## src/rtl/rle_pkg.sv

```systemverilog
// rtl/rle_pkg.sv - shared types and constants for the run-length encoder
package rle_pkg;

    localparam int SYM_W   = 8;
    localparam int CNT_W   = 4;
    localparam int CNT_MAX = 15;

    typedef struct packed {
        logic [SYM_W-1:0] sym;
        logic [CNT_W-1:0] cnt;
    } rle_pair_t;

    typedef enum logic [1:0] {
        IDLE  = 2'd0,
        RUN   = 2'd1,
        FLUSH = 2'd2
    } rle_state_t;

endpackage

```

## src/rtl/rle_pair_fifo.sv

```systemverilog
// rtl/rle_pair_fifo.sv - small synchronous queue of (symbol, count) pairs
module rle_pair_fifo
    import rle_pkg::*;
#(
    parameter int DEPTH = 2
) (
    input  logic      CLK,
    input  logic      RST,
    input  logic      push,
    input  rle_pair_t push_data,
    input  logic      pop,
    output rle_pair_t head,
    output logic      full,
    output logic      empty
);

    localparam int PTR_W = (DEPTH > 1) ? $clog2(DEPTH) : 1;
    localparam int OCC_W = $clog2(DEPTH + 1);

    rle_pair_t        mem [DEPTH];
    logic [PTR_W-1:0] wr_ptr;
    logic [PTR_W-1:0] rd_ptr;
    logic [OCC_W-1:0] occ;
    logic             do_push;
    logic             do_pop;

    function automatic logic [PTR_W-1:0] next_ptr(input logic [PTR_W-1:0] p);
        return (p == PTR_W'(DEPTH - 1)) ? '0 : p + PTR_W'(1);
    endfunction

    assign full  = (occ == OCC_W'(DEPTH));
    assign empty = (occ == '0);
    assign head  = mem[rd_ptr];

    // A push into a full queue is fine when the head leaves in the same cycle.
    assign do_pop  = pop & ~empty;
    assign do_push = push & (~full | do_pop);

    always_ff @(posedge CLK or posedge RST) begin
        if (RST) begin
            for (int i = 0; i < DEPTH; i++) begin
                mem[i] <= '0;
            end
            wr_ptr <= '0;
            rd_ptr <= '0;
            occ    <= '0;
        end else begin
            if (do_push) begin
                mem[wr_ptr] <= push_data;
                wr_ptr      <= next_ptr(wr_ptr);
            end
            if (do_pop) begin
                rd_ptr <= next_ptr(rd_ptr);
            end
            case ({do_push, do_pop})
                2'b10:   occ <= occ + OCC_W'(1);
                2'b01:   occ <= occ - OCC_W'(1);
                default: occ <= occ;
            endcase
        end
    end

endmodule

```

## src/rtl/rle_encoder.sv

```systemverilog
// rtl/rle_encoder.sv - byte stream to (symbol, run-count) pair encoder
module rle_encoder #(
    parameter int CNT_W      = 4,
    parameter int FIFO_DEPTH = 2
) (
    input  logic             CLK,
    input  logic             RST,
    input  logic [7:0]       data_in,
    input  logic             in_valid,
    input  logic             in_last,
    output logic             in_ready,
    output logic [7:0]       data_dout,
    output logic [CNT_W-1:0] data_cout,
    output logic             out_valid,
    input  logic             dec_ready
);

    import rle_pkg::*;

    localparam logic [CNT_W-1:0] RUN_MAX = '1;

    rle_state_t       state;
    rle_state_t       state_n;
    logic [7:0]       sym;
    logic [7:0]       sym_n;
    logic [CNT_W-1:0] cnt;
    logic [CNT_W-1:0] cnt_n;
    logic             push;
    rle_pair_t        push_pair;
    rle_pair_t        head;
    logic             full;
    logic             empty;
    logic             accept;
    logic             extend;
    logic             dec_ready_q;
    logic             dec_ack;
    logic             ack_q;
    logic             pop;

    assign in_ready = ~RST & (state != FLUSH) & ~full;
    assign accept   = in_valid & in_ready;
    // The saturation split wins over extending, so cnt never wraps.
    assign extend   = (data_in == sym) && (cnt != RUN_MAX);

    always_comb begin
        state_n   = state;
        sym_n     = sym;
        cnt_n     = cnt;
        push      = 1'b0;
        push_pair = '0;
        case (state)
            IDLE: begin
                if (accept) begin
                    sym_n = data_in;
                    cnt_n = CNT_W'(1);
                    if (in_last) begin
                        push          = 1'b1;
                        push_pair.sym = data_in;
                        push_pair.cnt = CNT_W'(1);
                    end else begin
                        state_n = RUN;
                    end
                end
            end
            RUN: begin
                if (accept) begin
                    if (extend) begin
                        cnt_n = cnt + CNT_W'(1);
                        if (in_last) begin
                            push          = 1'b1;
                            push_pair.sym = sym;
                            push_pair.cnt = cnt + CNT_W'(1);
                            state_n       = IDLE;
                        end
                    end else begin
                        push          = 1'b1;
                        push_pair.sym = sym;
                        push_pair.cnt = cnt;
                        sym_n         = data_in;
                        cnt_n         = CNT_W'(1);
                        state_n       = in_last ? FLUSH : RUN;
                    end
                end
            end
            FLUSH: begin
                if (!full) begin
                    push          = 1'b1;
                    push_pair.sym = sym;
                    push_pair.cnt = CNT_W'(1);
                    state_n       = IDLE;
                end
            end
            default: state_n = IDLE;
        endcase
    end

    always_ff @(posedge CLK or posedge RST) begin
        if (RST) begin
            state <= IDLE;
            sym   <= '0;
            cnt   <= '0;
        end else begin
            state <= state_n;
            sym   <= sym_n;
            cnt   <= cnt_n;
        end
    end

    // Rising edge of dec_ready is latched for one cycle before it pops the head.
    assign dec_ack = dec_ready & ~dec_ready_q;
    assign pop     = ack_q & out_valid;

    always_ff @(posedge CLK or posedge RST) begin
        if (RST) begin
            dec_ready_q <= 1'b0;
            ack_q       <= 1'b0;
        end else begin
            dec_ready_q <= dec_ready;
            ack_q       <= dec_ack;
        end
    end

    rle_pair_fifo #(
        .DEPTH(FIFO_DEPTH)
    ) u_fifo (
        .CLK       (CLK),
        .RST       (RST),
        .push      (push),
        .push_data (push_pair),
        .pop       (pop),
        .head      (head),
        .full      (full),
        .empty     (empty)
    );

    assign out_valid = ~empty;
    assign data_dout = head.sym;
    assign data_cout = head.cnt;

endmodule

```

## config.mk

```make
export PLATFORM = sky130hd
export DESIGN_NAME = rle_encoder
export DESIGN_NICKNAME = d
export VERILOG_FILES = /design/src/rtl/rle_pkg.sv /design/src/rtl/rle_pair_fifo.sv /design/src/rtl/rle_encoder.sv
export SDC_FILE = /design/constraint.sdc
export NUM_CORES = 1
export LEC_CHECK = 0
export ABC_AREA = 1
export CORE_MARGIN = 5
export CORE_UTILIZATION = 46
export DETAILED_ROUTE_END_ITERATION = 8
export PLACE_DENSITY = 0.76
export SYNTH_ARGS = -nofsm -noshare
export SYNTH_HDL_FRONTEND = slang
export SYNTH_HIERARCHICAL = 1
export SYNTH_SLANG_ARGS = --single-unit
```

## constraint.sdc

```tcl
create_clock -name CLK -period 2.4 [get_ports CLK]
set_clock_uncertainty 0.05 [all_clocks]
set_input_delay 0.48 -clock CLK [delete_from_list [all_inputs] [get_ports CLK]]
set_output_delay 0.48 -clock CLK [all_outputs]
set_load 0.05 [all_outputs]
```

# Yosys cells after proc, flatten, opt, wreduce, memory -nomap -nowiden
# Cells that the tools add are included.
# word_totals
ff_bits	44
in_bits	13
output_inout_bits	14
elab_cells	95
# classes
n_addsub	5
order_cmp	3
eq_ne	14
muxes	38
bitwise	14
n_reduce_logical	9
# op_table
operator	count
12-bit 2-to-1 mux	10
12-bit case mux with 3 select lines	1
24-bit bitwise mux	1
8-bit 2-to-1 mux	3
8-bit case mux with 2 select lines	1
2-bit 2-to-1 mux	7
12-bit demux with 1-bit select	1
4-bit 2-to-1 mux	3
2-bit != test (second input constant)	6
8-bit == test	1
4-bit case mux with 2 select lines	1
1-bit bitwise AND	7
1-bit 2-to-1 mux	7
2-bit == test (second input constant)	3
2-bit case mux with 3 select lines	1
5-bit AND reduction	1
4-bit by 1-bit adder with 4-bit output (second input constant)	1
2-bit by 1-bit == test with 1-bit output (second input constant)	2
2-bit greater-or-equal comparator (second input constant)	2
2-bit zero test	2
4-bit != test (second input constant)	1
1-bit NOT	4
1-bit NOT with 2-bit output	2
2-bit case mux with 2 select lines	1
other kinds (11)	14

# Depth between registers and ports, before layout
# depth
ltp_word	9
mapped_depth	15
mapped_depth_nobuf	15

# Cells and area by module
# Netlist, hierarchy kept.
# by_module_without_submodules
mod	instances	cells_per_inst	area_per_inst_um2	seq_area_each_um2
rle_pair_fifo	1	161	1387.6	700.7
rle_encoder	1	169	1171.1	400.4

# Worst setup path before layout
# OpenSTA, ideal clock, no wires.
# synth_timing
path_kind	register to output
start	register u_fifo.rd_ptr
end	output data_cout[0]
arrival_time_ns	1.784
required_ns	1.870
slack_ns	0.086
stages_incl_launch_ff	4
path_buffers	2
cell_sequence	dfrtp_1 -> clkbuf_1 -> clkbuf_1 -> o21ai_0
# synth_between
elab_chain_cells	4
# synth_rtl
item	line	text
start, declared	rle_pair_fifo.sv:22	logic [PTR_W-1:0] rd_ptr;
start signal, assigned	rle_pair_fifo.sv:53	rd_ptr <= next_ptr(rd_ptr);
1-bit NOT with 2-bit output (implied by the code)	rle_pair_fifo.sv:33	assign head = mem[rd_ptr];
12-bit 2-to-1 mux (implied by the code) (3 in a row)	rle_pair_fifo.sv:33	
end, declared	rle_encoder.sv:13	output logic [CNT_W-1:0] data_cout,
# No other way between the ends. The select of a mux whose other input is x is not followed.

# Final worst setup path
# layout_timing
start	register u_fifo.rd_ptr
end	output data_dout[5]
# layout_between
elab_chain_cells	4
# layout_rtl
item	line	text
1-bit NOT with 2-bit output (implied by the code)	rle_pair_fifo.sv:33	
12-bit 2-to-1 mux (implied by the code) (3 in a row)	rle_pair_fifo.sv:33	
end, declared	rle_encoder.sv:12	output logic [7:0] data_dout,
# No other way between the ends. The select of a mux whose other input is x is not followed.

==> results.md <==
* Syn Nets at 344
* Setup violators final at 0
* Met2 WL post-DR at 2660 um
* Setup Fix Bufs, Post-CTS at 0
* Critical Path Sink: data_dout[5]
* Met3 WL at 206 um
* Peak VDD IR at 0.577 mV
* Sequential Area at 1100 um^2
* CP endpoint kind: output port
* Worst-Margin Slew at 710 ps
* Worst-Skew Late Latency at 300 ps
* CORE AREA at 5470 um^2
* Synth top area share at 43.0%
* Post-synthesis cell area at 2560 um^2
* Clock buffer depth at 2
* Count of different cell masters after synthesis at 31
* Top sig layer: met4
* Type of the worst min-delay path: register to register
* Clock transition at the registers of the reported paths at 90 ps
* Setup CP Type: register to output port
* Post-synth ARST share at 100%
* Dpl cells at 437
* Synth Instances at 330
* CP Launch Point: u_fifo/rd_ptr$_DFFE_PP0P_
* Syn Area/Cell at 7.75 um^2
* 1st-iter DRT viols at 99
* Clk root buf: clkbuf_8
* Hold Vio Cnt, Final at 0
* Sequential element share of the synthesized area at 43.0%
* Crit Reg-Reg Endpoint: u_fifo/mem[16]$_DFFE_PP0P_
* Initial Util at 46.8%
* Reg2reg start: u_fifo/occ[1]$_DFFE_PP0P_
* DRT Pass-1 Iters at 4
* Post-route ant nets at 0
* Placer Congestion at 0.858
* Wl on met1 at 2540 um
* Rows at 27
* Worst setup SP type: register
* Via count at 2173
* Synthesis-stage register bit count at 44
* DRC violations left at 0
* Top post-synthesis cells by count: 127 x nand2_1, 44 x dfrtp_1, 32 x inv_1
* Synth Flop Type: dfrtp_1
* Worst EP required at 1870 ps
* First-pass GRT wire length at 9830 um
* Status: finished clean
* Final Cycle Share at 90.3%
* Vias/cell at 4.88
* Die area at 7150 um^2
* Max Slew Vio Count at 0
* Critical Path AT at 1640 ps
* Clock sinks at 44
* Most common cell in the netlist: nand2_1
* Worst-path maximum fanout at 25
* Total gr overflow at 0
* Share of cells above drive strength 1 at 20.4%
* HPWL after DPL at 4130 um
* CTS tree: built
* Pwr per Cell Area at 1120 nW/um^2
* I/O Pins at 27
* R2r setup slk at 300 ps
* MaxCap Viol Count at 0
* Syn-to-layout area delta at 21.1%
* Lkg Pwr at 1.62 nW
* WL per Instance at 12.3 um
* Largest net degree at the start of global routing at 29
* Die height at 84.6 um
* Initial antenna violation count at 0
* Die width at 84.6 um
* Filler instances at 536
* Port buffer count at 26
* Hold WS at 347 ps
* # H-tree levels at 2
* Post-synth EDFFs at 0
* R2R cell count at 14
* Nets@finish at 386
* Synth area leaders: dfrtp_1 43%, nand2_1 19%, nand3_1 4.7%
* Number of inserted diodes at 0
* CTS buffer count at 5
* Multi-input gate area at 1240 um^2
* Vias in the first global route at 2081
* Tmin final at 2170 ps
* Total Wirelength at 5470 um
* RSZ-0062 raised after global routing: false
* Achievable Freq at 0.462 GHz
* Rel. slew slack at 52.6%
* Hold buffer count at cts at 0
* Resized cells post-CTS at 0
* Total track usage at 16.5%
* Dominant cell type by area after synthesis: dfrtp_1
* Post-Layout Cell Count at 445
* Yosys warnings at 6
## power breakdown
group	leakage (nW)	internal [mW]	switching (mW)
sequential	0.575	1.01	0.239
clock	0.0552	0.309	0.260
combinational	0.989	0.601	1.06
total	1.62	1.92	1.56
## per-stage QoR
stage | TNS (ps) | cell area [um^2] | util (%) | setup slack [ps] | total power [mW]
2_1_floorplan | 0 | 2560 | - | 85.8 | 2.43
3_3_place_gp | 0 | 2990 | 54.6 | 56.0 | 2.89
3_5_place_dp | -0.504 | 2990 | 54.6 | -0.504 | 2.93
4_1_cts | 0 | 3100 | 56.6 | 28.9 | 3.50
5_1_grt | 0 | 3100 | 56.6 | 92.0 | 3.72
6_report | 0 | 3100 | 56.6 | 234 | 3.48
## worst max-delay path, cell delays in order, from the launching register on
cell and delay, ps:
dfrtp_1 810, o21ai_0 310, buf_12 220
## placed cells by master, fill, tap and decap left out, types with 10 or more instances in the layout
master / synthesis / final
nand2_1: 127 / 127
dfrtp_1: 44 / 44
inv_1: 32 / 32
buf_4: 0 / 26
nand3_1: 24 / 24
o21ai_0: 20 / 20
clkdlybuf4s50_1: 0 / 12
nor2_1: 11 / 11
o21ai_1: 11 / 11
o21ai_2: 10 / 10
## worst min-delay path by stage
stage,from,to,slack (ps),cells past startpoint
after CTS,dec_ready_q$_DFF_PP0_,ack_q$_DFF_PP0_,350,1
after global placement,dec_ready_q$_DFF_PP0_,ack_q$_DFF_PP0_,330,1
after floorplan,dec_ready_q$_DFF_PP0_,ack_q$_DFF_PP0_,330,1
final,dec_ready_q$_DFF_PP0_,ack_q$_DFF_PP0_,350,1
after detailed placement,dec_ready_q$_DFF_PP0_,ack_q$_DFF_PP0_,340,1
after global routing,dec_ready_q$_DFF_PP0_,ack_q$_DFF_PP0_,370,1
## cell families (layout without fill, tap and decap cells)
kind of cell / count (synthesis) / after routing / synth area share [%]
and+or+nand+nor: 185 / 185 / 34.7
buffers and inverters: 47 / 90 / 8.56
AOI/OAI and AO/OA: 45 / 45 / 10.5
DFF: 44 / 44 / 43.0
xor gates and xnor gates: 8 / 8 / 2.74
adders and majority gates: 1 / 1 / 0.489
## routing by layer
layer	up-vias	track usage [%]
met5	-	0
met4	0	4.75
met3	6	3.34
met2	39	27.3
met1	1013	21.9
li1	1115	-
## sequential cells by signal (all words and copies together) (netlist names), 2 cells and up
name and flops:
state 2, u_fifo/mem 24, u_fifo/occ 2, sym 8
cnt 4
## area by class of cell
cell class / instances / share of cell area, %
clock inverter: 2 / 1.13
multi-input combinational: 239 / 40.0
inverter: 39 / 4.97
tap: 72 / 2.91
timing repair buffer: 43 / 13.2
sequential: 44 / 35.5
clock buffer: 6 / 2.34
(Power assumes the default switching activity.)
